===== config.mk =====
export PLATFORM = sky130hd
export DESIGN_NAME = miriscv_prefetch_fetch_unit
export DESIGN_NICKNAME = d
export VERILOG_FILES = /design/src/rtl/miriscv_prefetch_fetch_unit.sv
export SDC_FILE = /design/constraint.sdc
export NUM_CORES = 1
export LEC_CHECK = 0
export ABC_AREA = 1
export CAP_MARGIN = 20
export CORE_MARGIN = 2
export CORE_UTILIZATION = 25
export CTS_CLUSTER_DIAMETER = 80
export DETAILED_ROUTE_END_ITERATION = 8
export GPL_TIMING_DRIVEN = 0
export SETUP_SLACK_MARGIN = 0.4
export SLEW_MARGIN = 30
export SYNTH_ARGS = -nofsm -noshare
export SYNTH_HDL_FRONTEND = slang
export SYNTH_SLANG_ARGS = --single-unit
export TNS_END_PERCENT = 20

===== constraint.sdc =====
create_clock -name clk_i -period 15 [get_ports clk_i]
set_input_delay 2.25 -clock clk_i [delete_from_list [all_inputs] [get_ports clk_i]]
set_output_delay 2.25 -clock clk_i [all_outputs]
set_load 0.01 [all_outputs]

===== src/rtl/miriscv_prefetch_fetch_unit.sv =====
// Instruction prefetch unit: pipelines req/gnt/rvalid fetches into a FIFO of
// {pc, instr} pairs; a redirect flushes the FIFO and drops in-flight replies.
module miriscv_prefetch_fetch_unit #(
  parameter int unsigned     XLEN            = 32,
  parameter int unsigned     FIFO_DEPTH      = 4,
  parameter int unsigned     MAX_OUTSTANDING = 2,
  parameter logic [XLEN-1:0] RESET_PC        = '0
) (
  input  logic            clk_i,
  input  logic            arstn_i,
  output logic            instr_req_o,
  input  logic            instr_gnt_i,
  output logic [XLEN-1:0] instr_addr_o,
  input  logic            instr_rvalid_i,
  input  logic [XLEN-1:0] instr_rdata_i,
  input  logic            cu_stall_f_i,
  input  logic            cu_force_f_i,
  input  logic [XLEN-1:0] cu_force_pc_i,
  output logic [XLEN-1:0] fetched_pc_addr_o,
  output logic [XLEN-1:0] fetched_pc_next_addr_o,
  output logic [XLEN-1:0] instr_o,
  output logic            fetch_rvalid_o
);

  localparam int unsigned     PW   = $clog2(FIFO_DEPTH);
  localparam int unsigned     CW   = PW + 1;
  localparam int unsigned     OW   = $clog2(MAX_OUTSTANDING + 1);
  localparam int unsigned     TW   = (MAX_OUTSTANDING > 1) ? $clog2(MAX_OUTSTANDING) : 1;
  localparam logic [XLEN-1:0] WORD = XLEN'(4);

  logic [XLEN-1:0] r_pc;
  logic [XLEN-1:0] r_fifo_pc   [FIFO_DEPTH];
  logic [XLEN-1:0] r_fifo_data [FIFO_DEPTH];
  logic [PW-1:0]   r_rd_ptr;
  logic [PW-1:0]   r_wr_ptr;
  logic [CW-1:0]   r_count;
  logic [OW-1:0]   r_outst;
  logic [OW-1:0]   r_discard;
  logic [XLEN-1:0] r_trk [MAX_OUTSTANDING];
  logic [TW-1:0]   r_trk_rd;
  logic [TW-1:0]   r_trk_wr;

  logic [OW-1:0]   w_live;
  logic [OW-1:0]   w_outst_nxt;
  logic            w_head_vld;
  logic            w_issue;
  logic            w_drop;
  logic            w_push;
  logic            w_pop;
  logic [XLEN-1:0] w_head_pc;

  function automatic logic [TW-1:0] trk_inc(input logic [TW-1:0] p);
    return (p == TW'(MAX_OUTSTANDING - 1)) ? '0 : p + TW'(1);
  endfunction

  // A FIFO slot is reserved for every live request, so pushes never overflow.
  assign w_live      = r_outst - r_discard;
  assign instr_req_o = arstn_i & ~cu_force_f_i
                     & (32'(r_outst) < MAX_OUTSTANDING)
                     & ((32'(r_count) + 32'(w_live)) < FIFO_DEPTH);
  assign instr_addr_o = r_pc;
  assign w_issue      = instr_req_o & instr_gnt_i;

  assign w_drop      = instr_rvalid_i & ((r_discard != '0) | cu_force_f_i);
  assign w_push      = instr_rvalid_i & ~w_drop;
  assign w_outst_nxt = r_outst + OW'(w_issue) - OW'(instr_rvalid_i);

  // Head fields read as zero while the FIFO is empty.
  assign w_head_vld             = (r_count != '0);
  assign w_head_pc              = w_head_vld ? r_fifo_pc[r_rd_ptr] : '0;
  assign fetch_rvalid_o         = w_head_vld & ~cu_force_f_i;
  assign w_pop                  = fetch_rvalid_o & ~cu_stall_f_i;
  assign fetched_pc_addr_o      = w_head_pc;
  assign fetched_pc_next_addr_o = w_head_vld ? (w_head_pc + WORD) : '0;
  assign instr_o                = w_head_vld ? r_fifo_data[r_rd_ptr] : '0;

  always_ff @(posedge clk_i) begin
    if (!arstn_i) begin
      r_pc      <= RESET_PC;
      r_rd_ptr  <= '0;
      r_wr_ptr  <= '0;
      r_count   <= '0;
      r_outst   <= '0;
      r_discard <= '0;
      r_trk_rd  <= '0;
      r_trk_wr  <= '0;
      for (int i = 0; i < FIFO_DEPTH; i++) begin
        r_fifo_pc[i]   <= '0;
        r_fifo_data[i] <= '0;
      end
      for (int i = 0; i < MAX_OUTSTANDING; i++) begin
        r_trk[i] <= '0;
      end
    end else begin
      r_outst <= w_outst_nxt;

      // Every response still owed at a redirect belongs to the old stream.
      if (cu_force_f_i) begin
        r_discard <= w_outst_nxt;
      end else if (instr_rvalid_i && (r_discard != '0)) begin
        r_discard <= r_discard - OW'(1);
      end

      if (cu_force_f_i) begin
        r_pc <= cu_force_pc_i;
      end else if (w_issue) begin
        r_pc <= r_pc + WORD;
      end

      if (w_issue) begin
        r_trk[r_trk_wr] <= r_pc;
        r_trk_wr        <= trk_inc(r_trk_wr);
      end
      if (instr_rvalid_i) begin
        r_trk_rd <= trk_inc(r_trk_rd);
      end

      if (cu_force_f_i) begin
        r_count  <= '0;
        r_rd_ptr <= r_wr_ptr;
      end else begin
        if (w_push) begin
          r_fifo_pc[r_wr_ptr]   <= r_trk[r_trk_rd];
          r_fifo_data[r_wr_ptr] <= instr_rdata_i;
          r_wr_ptr              <= r_wr_ptr + PW'(1);
        end
        if (w_pop) begin
          r_rd_ptr <= r_rd_ptr + PW'(1);
        end
        r_count <= r_count + CW'(w_push) - CW'(w_pop);
      end
    end
  end

  // Invariant checks; simulation only, no hardware is implied.
  always_ff @(posedge clk_i) begin
    if (arstn_i) begin
      assert (!(instr_rvalid_i && (r_outst == '0)));
      assert ((32'(r_count) + 32'(w_live)) <= FIFO_DEPTH);
      assert (r_discard <= r_outst);
    end
  end

endmodule


; ---- After elaboration in Yosys (flattened, before gate mapping)
; Memory sizes are Yosys's and may differ from the RTL's. A register that Yosys moved wholly into a read port is not among the register bits.
; Index checks and enable logic that the tools add are counted.
[classes]
muxes = 34
n_bitwise = 13
order_cmp = 2
div = 0
add_sub_neg = 13
n_mul = 0
n_shift = 0
n_reduce_logical = 11
n_eq_ne = 0
[ops]
columns = operator, count
row1 = $mux 32, 8
row2 = $reduce_or 32->1, 3
row3 = $add 32x3->32 const B, 2
row4 = $mux 2, 10
row5 = $mux 1, 16
row6 = $and 1x1->1, 8
row7 = $reduce_bool 2->1, 4
row8 = $add 2x1->2 const B, 2
row9 = $add 3x2->4, 1
row10 = $lt 4x3->1 const B, 1
row11 = $not 1->1, 4
row12 = $add 3x1->3, 1
row13 = $reduce_bool 3->1, 1
row14 = $sub 3x1->3, 1
row15 = $add 1x1->1 const B, 2
row16 = $add 2x1->2, 1
row17 = $lt 2x2->1 const B, 1
row18 = $reduce_and 2->1, 1
row19 = $reduce_or 2->1, 1
row20 = $sub 2x1->2, 1
row21 = $sub 2x1->2 const B, 1
row22 = $sub 2x2->2, 1
row23 = $logic_and 1x1->1, 1
row24 = $or 1x1->1, 1
[word_totals]
rom_bits = 0
ff_bits = 45
out_inout_bits = 130
latchBits = 0
input_bits = 70
memories = 3
ramBits = 320
[memory_table]
columns = memory, words, width, rd, rd_ports_with_merged_regs, write_ports, line
row1 = r_fifo_data, 4, 32, 1, 1, 4, 33  ; logic [XLEN-1:0] r_fifo_data [FIFO_DEPTH];
row2 = r_fifo_pc, 4, 32, 1, 1, 4, 32  ; logic [XLEN-1:0] r_fifo_pc [FIFO_DEPTH];
row3 = r_trk, 2, 32, 1, 1, 2, 39  ; logic [XLEN-1:0] r_trk [MAX_OUTSTANDING];

; ---- Depth between registers and ports, before layout
[depth]
ltp_word = 11
depth_mapped = 18

; ---- Worst setup path before layout
; OpenSTA, ideal clock, no wires.
[synth_path]
path_kind = input port to flip-flop
start = input port cu_force_f_i
end = memory r_fifo_data[3][0], enable pin
stages = 4
path_buffers = 1
arrival_time_ns = 7.186
required_time_ns = 14.423
path_slack_ns = 7.237
cell_sequence = clkbuf_1 > nor2_1 > nand2_1 > o21ai_0
[synth_lines]
columns = item, line
row1 = from (decl), 17  ; input logic cu_force_f_i,
row2 = to (decl), 33

; ---- Worst setup path after layout
[layout_path]
start = register r_count[1]
end = output port fetched_pc_next_addr_o[16]
[layout_via]
elab_chain_cells = 4
[layout_rtl]
columns = item, line
row1 = from (decl), 36  ; logic [CW-1:0] r_count;
row2 = from (signal assigned), 130  ; r_count <= r_count + CW'(w_push) - CW'(w_pop);
row3 = $reduce_bool 3->1 (*), 69  ; assign w_head_vld = (r_count != '0);
row4 = $mux 32, 70  ; assign w_head_pc = w_head_vld ? r_fifo_pc[r_rd_ptr] : '0;
row5 = $add 32x3->32, 74  ; assign fetched_pc_next_addr_o = w_head_vld ? (w_head_pc + WORD) : '0;
row6 = $mux 32 (*), 74
row7 = to (decl), 20  ; output logic [XLEN-1:0] fetched_pc_next_addr_o,
; Every way passes the cells marked *; elsewhere a longest branch is shown, timed or not.

==> results.yml <==
die:
  initial_utilization_pct: 25.3
  io_pins: 200
  floorplan.die_area_mm2: 0.0750
  fp.coreArea_mm2: 0.0719
  std_cell_rows: 98
  die-width_um: 274
  die_span_y_um: 274
synthesis:
  synthesis.instances: 2097
  synth.lib_cells_used.distinct: 31
  synth-seq-area-share_pct: 58.0
  synth_nets: 2177
  yosys_warnings: 0
  yosys_register_bits: 368
  syn_avg_cell_area_um2: 8.68
  synth.cell_area_mm2: 0.0182
global_routing:
  grt-ovfl-total: 0
  first_pass_grt_wire_length_um: 87800
  grtUsageTotal_pct: 15.5
  grt_max_degree: 36
  grt_pass1_vias: 14300
  antenna_violations_before_repair: 1
sta:
  maxClockFrequency_ghz: 0.143
  hold_violations_final: 0
  timing.clock.skew_ns: 0.0107
  setup_repair_after_global_routing_missed_its_margin: "no"
  slew-limit-headroom_pct: 35.8
  setup_viol: 0
  final_period_minus_worst_setup_slack_ns: 7.00
  drv_slew: 0
  worst-slew-pin-transition_ns: 0.963
  final_min_period_over_clock_period_pct: 46.7
  final.setup.tns_ns: 0
power_and_ir_drop:
  seq_pwr_share_pct: 49.0
  netSwitchingFraction_pct: 25.6
  powerDensity_mw_per_mm2: 105
  share_clk_of_total_power_pct: 38.4
  ir_drop_mv: 0.0605
  p_int_uw: 1800
  total_leakage_power_uw: 0.00880
  total_power_uw: 2420
  net-switching-power_uw: 620
  combinationalPowerShare_pct: 12.5
outcome:
  run_status: "finished clean"
layout:
  fin_nets: 2432
  mostFrequentLayoutCell: "sky130_fd_sc_hd__nor2_1"
  antennaDiodeCount: 0
  layout.cells.most_common_list: "551 x sky130_fd_sc_hd__nor2_1, 386 x sky130_fd_sc_hd__nand2_1, 320 x sky130_fd_sc_hd__edfxtp_1"
  area_growth_pct: 26.0
  n_fill_cell: 7532
  layout-drive-gt1-share_pct: 7.06
route:
  wirelength_um: 59500
  antenna_left: 0
  route.detailed.vias_per_inst: 4.50
  detailroute.via_count: 15000
  initialDrtViolationCount: 1527
  detail_route.first_pass.iterations: 6
  route.detailed.wl_per_inst_um: 17.9
  drcViolationCount: 0
clock_tree:
  ctsLongestPathBuffers: 3
  clk_pin_slew_ns: 0.06
  htreeDepth: 2
  clock_sink_count: 368
  numCtsBuffers: 41
  cts_repair_resize_count: 0
  clk-insertion-delay-late_ns: 0.56
  cts_tree: "built"
  ctsHoldBuffers: 0
  cts.root.buffer_cell: "sky130_fd_sc_hd__clkbuf_16"
  post_cts.repair.setup_buffers: 0
setup_path:
  cp_data_required_time_ns: 12.75
  path_max_fanout: 10
  startpoint_kind_of_the_worst_setup_timing_path: "flop"
  critical_path_arrival_ns: 4.75
  kind_of_end_point_of_the_critical_path: "output port"
  timing_worst_setup_path_type: "reg -> out"
place:
  port-buffer-count: 198
  gp_congestion: 0.910
  place.detailed.hpwl_um: 43200
flow_run:
  drv_cap: 0
min_path:
  hold_class: "reg -> reg"
## synth_stat cells
cell                         n  area share, %
sky130_fd_sc_hd__a21oi_1    62            1.7
sky130_fd_sc_hd__o211ai_1    4           0.16
sky130_fd_sc_hd__buf_4       7           0.29
sky130_fd_sc_hd__xor2_1     26            1.3
sky130_fd_sc_hd__inv_2       9           0.19
sky130_fd_sc_hd__nor2_1    551             11
sky130_fd_sc_hd__clkbuf_1   53            1.1
sky130_fd_sc_hd__nor2_2     13           0.45
sky130_fd_sc_hd__edfxtp_1  320             53
sky130_fd_sc_hd__mux2_2     32            2.0
sky130_fd_sc_hd__inv_1     230            4.7
sky130_fd_sc_hd__nand2_2     1          0.034
sky130_fd_sc_hd__a22oi_1     1          0.041
sky130_fd_sc_hd__buf_6       6           0.37
sky130_fd_sc_hd__nand2_1   389            8.0
sky130_fd_sc_hd__buf_2      26           0.71
sky130_fd_sc_hd__nor2_4      2           0.12
sky130_fd_sc_hd__buf_1      12           0.25
sky130_fd_sc_hd__ha_1        9           0.62
sky130_fd_sc_hd__nor3_1     28           0.77
sky130_fd_sc_hd__nand3_1   130            3.6
sky130_fd_sc_hd__dfxtp_1    48            5.3
sky130_fd_sc_hd__a31oi_1     7           0.24
sky130_fd_sc_hd__fa_1        1           0.11
sky130_fd_sc_hd__o211a_1     1          0.055
sky130_fd_sc_hd__nand4_1    13           0.45
sky130_fd_sc_hd__or2_1       1          0.034
sky130_fd_sc_hd__o21ai_0   103            2.8
sky130_fd_sc_hd__o21ai_1     3          0.082
sky130_fd_sc_hd__xnor2_1     8           0.38
sky130_fd_sc_hd__o21a_1      1          0.041
## power by group through the flow
| stage | logic (uW) | registers, uW | clock network, uW |
|---|---|---|---|
| after floorplan | 158 | 1210 | 0 |
| after global placement | 289 | 1220 | 0 |
| after detailed placement | 303 | 1210 | 0 |
| after CTS | 305 | 1190 | 941 |
| after global routing | 332 | 1190 | 979 |
| final | 304 | 1190 | 930 |
## metal layers
layer / track usage, % / part of all wire (%) / vias to the layer above
li1: - / - / 7280
met1: 22.0 / 45 / 7018
met3: 2.82 / 7.5 / 91
met2: 24.4 / 45 / 591
met4: 4.10 / 2.4 / 2
met5: 0 / 0.022 / -
## final cells by class
| class | count | area [um^2] | share of cell area, % |
|---|---|---|---|
| timing repair buffer | 212 | 2310 | 10.1 |
| clock buffer | 57 | 1100 | 4.78 |
| sequential | 368 | 10600 | 46.1 |
| clock inverter | 14 | 101 | 0.442 |
| tap | 950 | 1190 | 5.18 |
| buffer | 104 | 495 | 2.16 |
| inverter | 239 | 897 | 3.91 |
| multi-input combinational | 1386 | 6290 | 27.4 |
## worst max-delay path: stages, from the launching register on
cell and delay (ns):
sky130_fd_sc_hd__dfxtp_1 0.39, sky130_fd_sc_hd__nor2_1 0.06, sky130_fd_sc_hd__nand2_1 0.25, sky130_fd_sc_hd__inv_2 0.20, sky130_fd_sc_hd__buf_2 0.28, sky130_fd_sc_hd__buf_1 0.36, sky130_fd_sc_hd__a21oi_1 0.65, sky130_fd_sc_hd__ha_1 0.41
sky130_fd_sc_hd__nand2_1 0.13, sky130_fd_sc_hd__nor2_4 0.23, sky130_fd_sc_hd__inv_2 0.07, sky130_fd_sc_hd__nor2_2 0.23, sky130_fd_sc_hd__nand2_1 0.13, sky130_fd_sc_hd__nand2_1 0.08, sky130_fd_sc_hd__o21ai_1 0.10, sky130_fd_sc_hd__inv_1 0.07
sky130_fd_sc_hd__clkdlybuf4s50_1 0.52
## registers in the layout (all words and copies together) (netlist names), named ones only
name          flops
r_fifo_data     128
r_fifo_pc       128
r_trk            64
instr_addr_o     32
r_count           3
r_discard         2
r_outst           2
r_rd_ptr          2
r_wr_ptr          2
r_trk_rd          1
r_trk_wr          1
## path summary, 6_finish.rpt
kind	start	to	slack, ns	cells after the start
max	r_count[1]	fetched_pc_next_addr_o[16]	8.00	16
max reg2reg	r_outst[0]	r_trk[1][28]	11.39	14
min reg2reg	r_trk_wr	r_trk_wr	0.51	2
min	r_trk_wr	r_trk_wr	0.51	2
## through the flow
stage | util, % | cells | setup WS, ns | hold slack [ns] | instance area [um^2]
floorplan | - | 2097 | 7.24 | 0.458 | 18200
global route | 31.9 | 3330 | 7.63 | 0.548 | 23000
global placement | 29.8 | 3245 | 2.29 | 0.470 | 21400
finish | 31.9 | 3330 | 8.00 | 0.508 | 23000
CTS | 31.9 | 3330 | 7.89 | 0.491 | 23000
detailed placement | 30.3 | 3259 | 8.50 | 0.480 | 21800
## logic make-up (layout without fill, tap and decap cells)
kind of cell             after synthesis  in the layout  share of synthesized area, %
AO/OA/AOI/OAI                        182            182                          5.16
XOR/XNOR                              34             34                          1.64
adder cells (fa/ha/maj)               10             10                         0.728
buffers and inverters                343            626                          7.64
flip-flops                           368            368                          58.0
multiplexers                          32             32                          1.98
AND/OR/NAND/NOR                     1128           1128                          24.8
(Power assumes the default switching activity.)
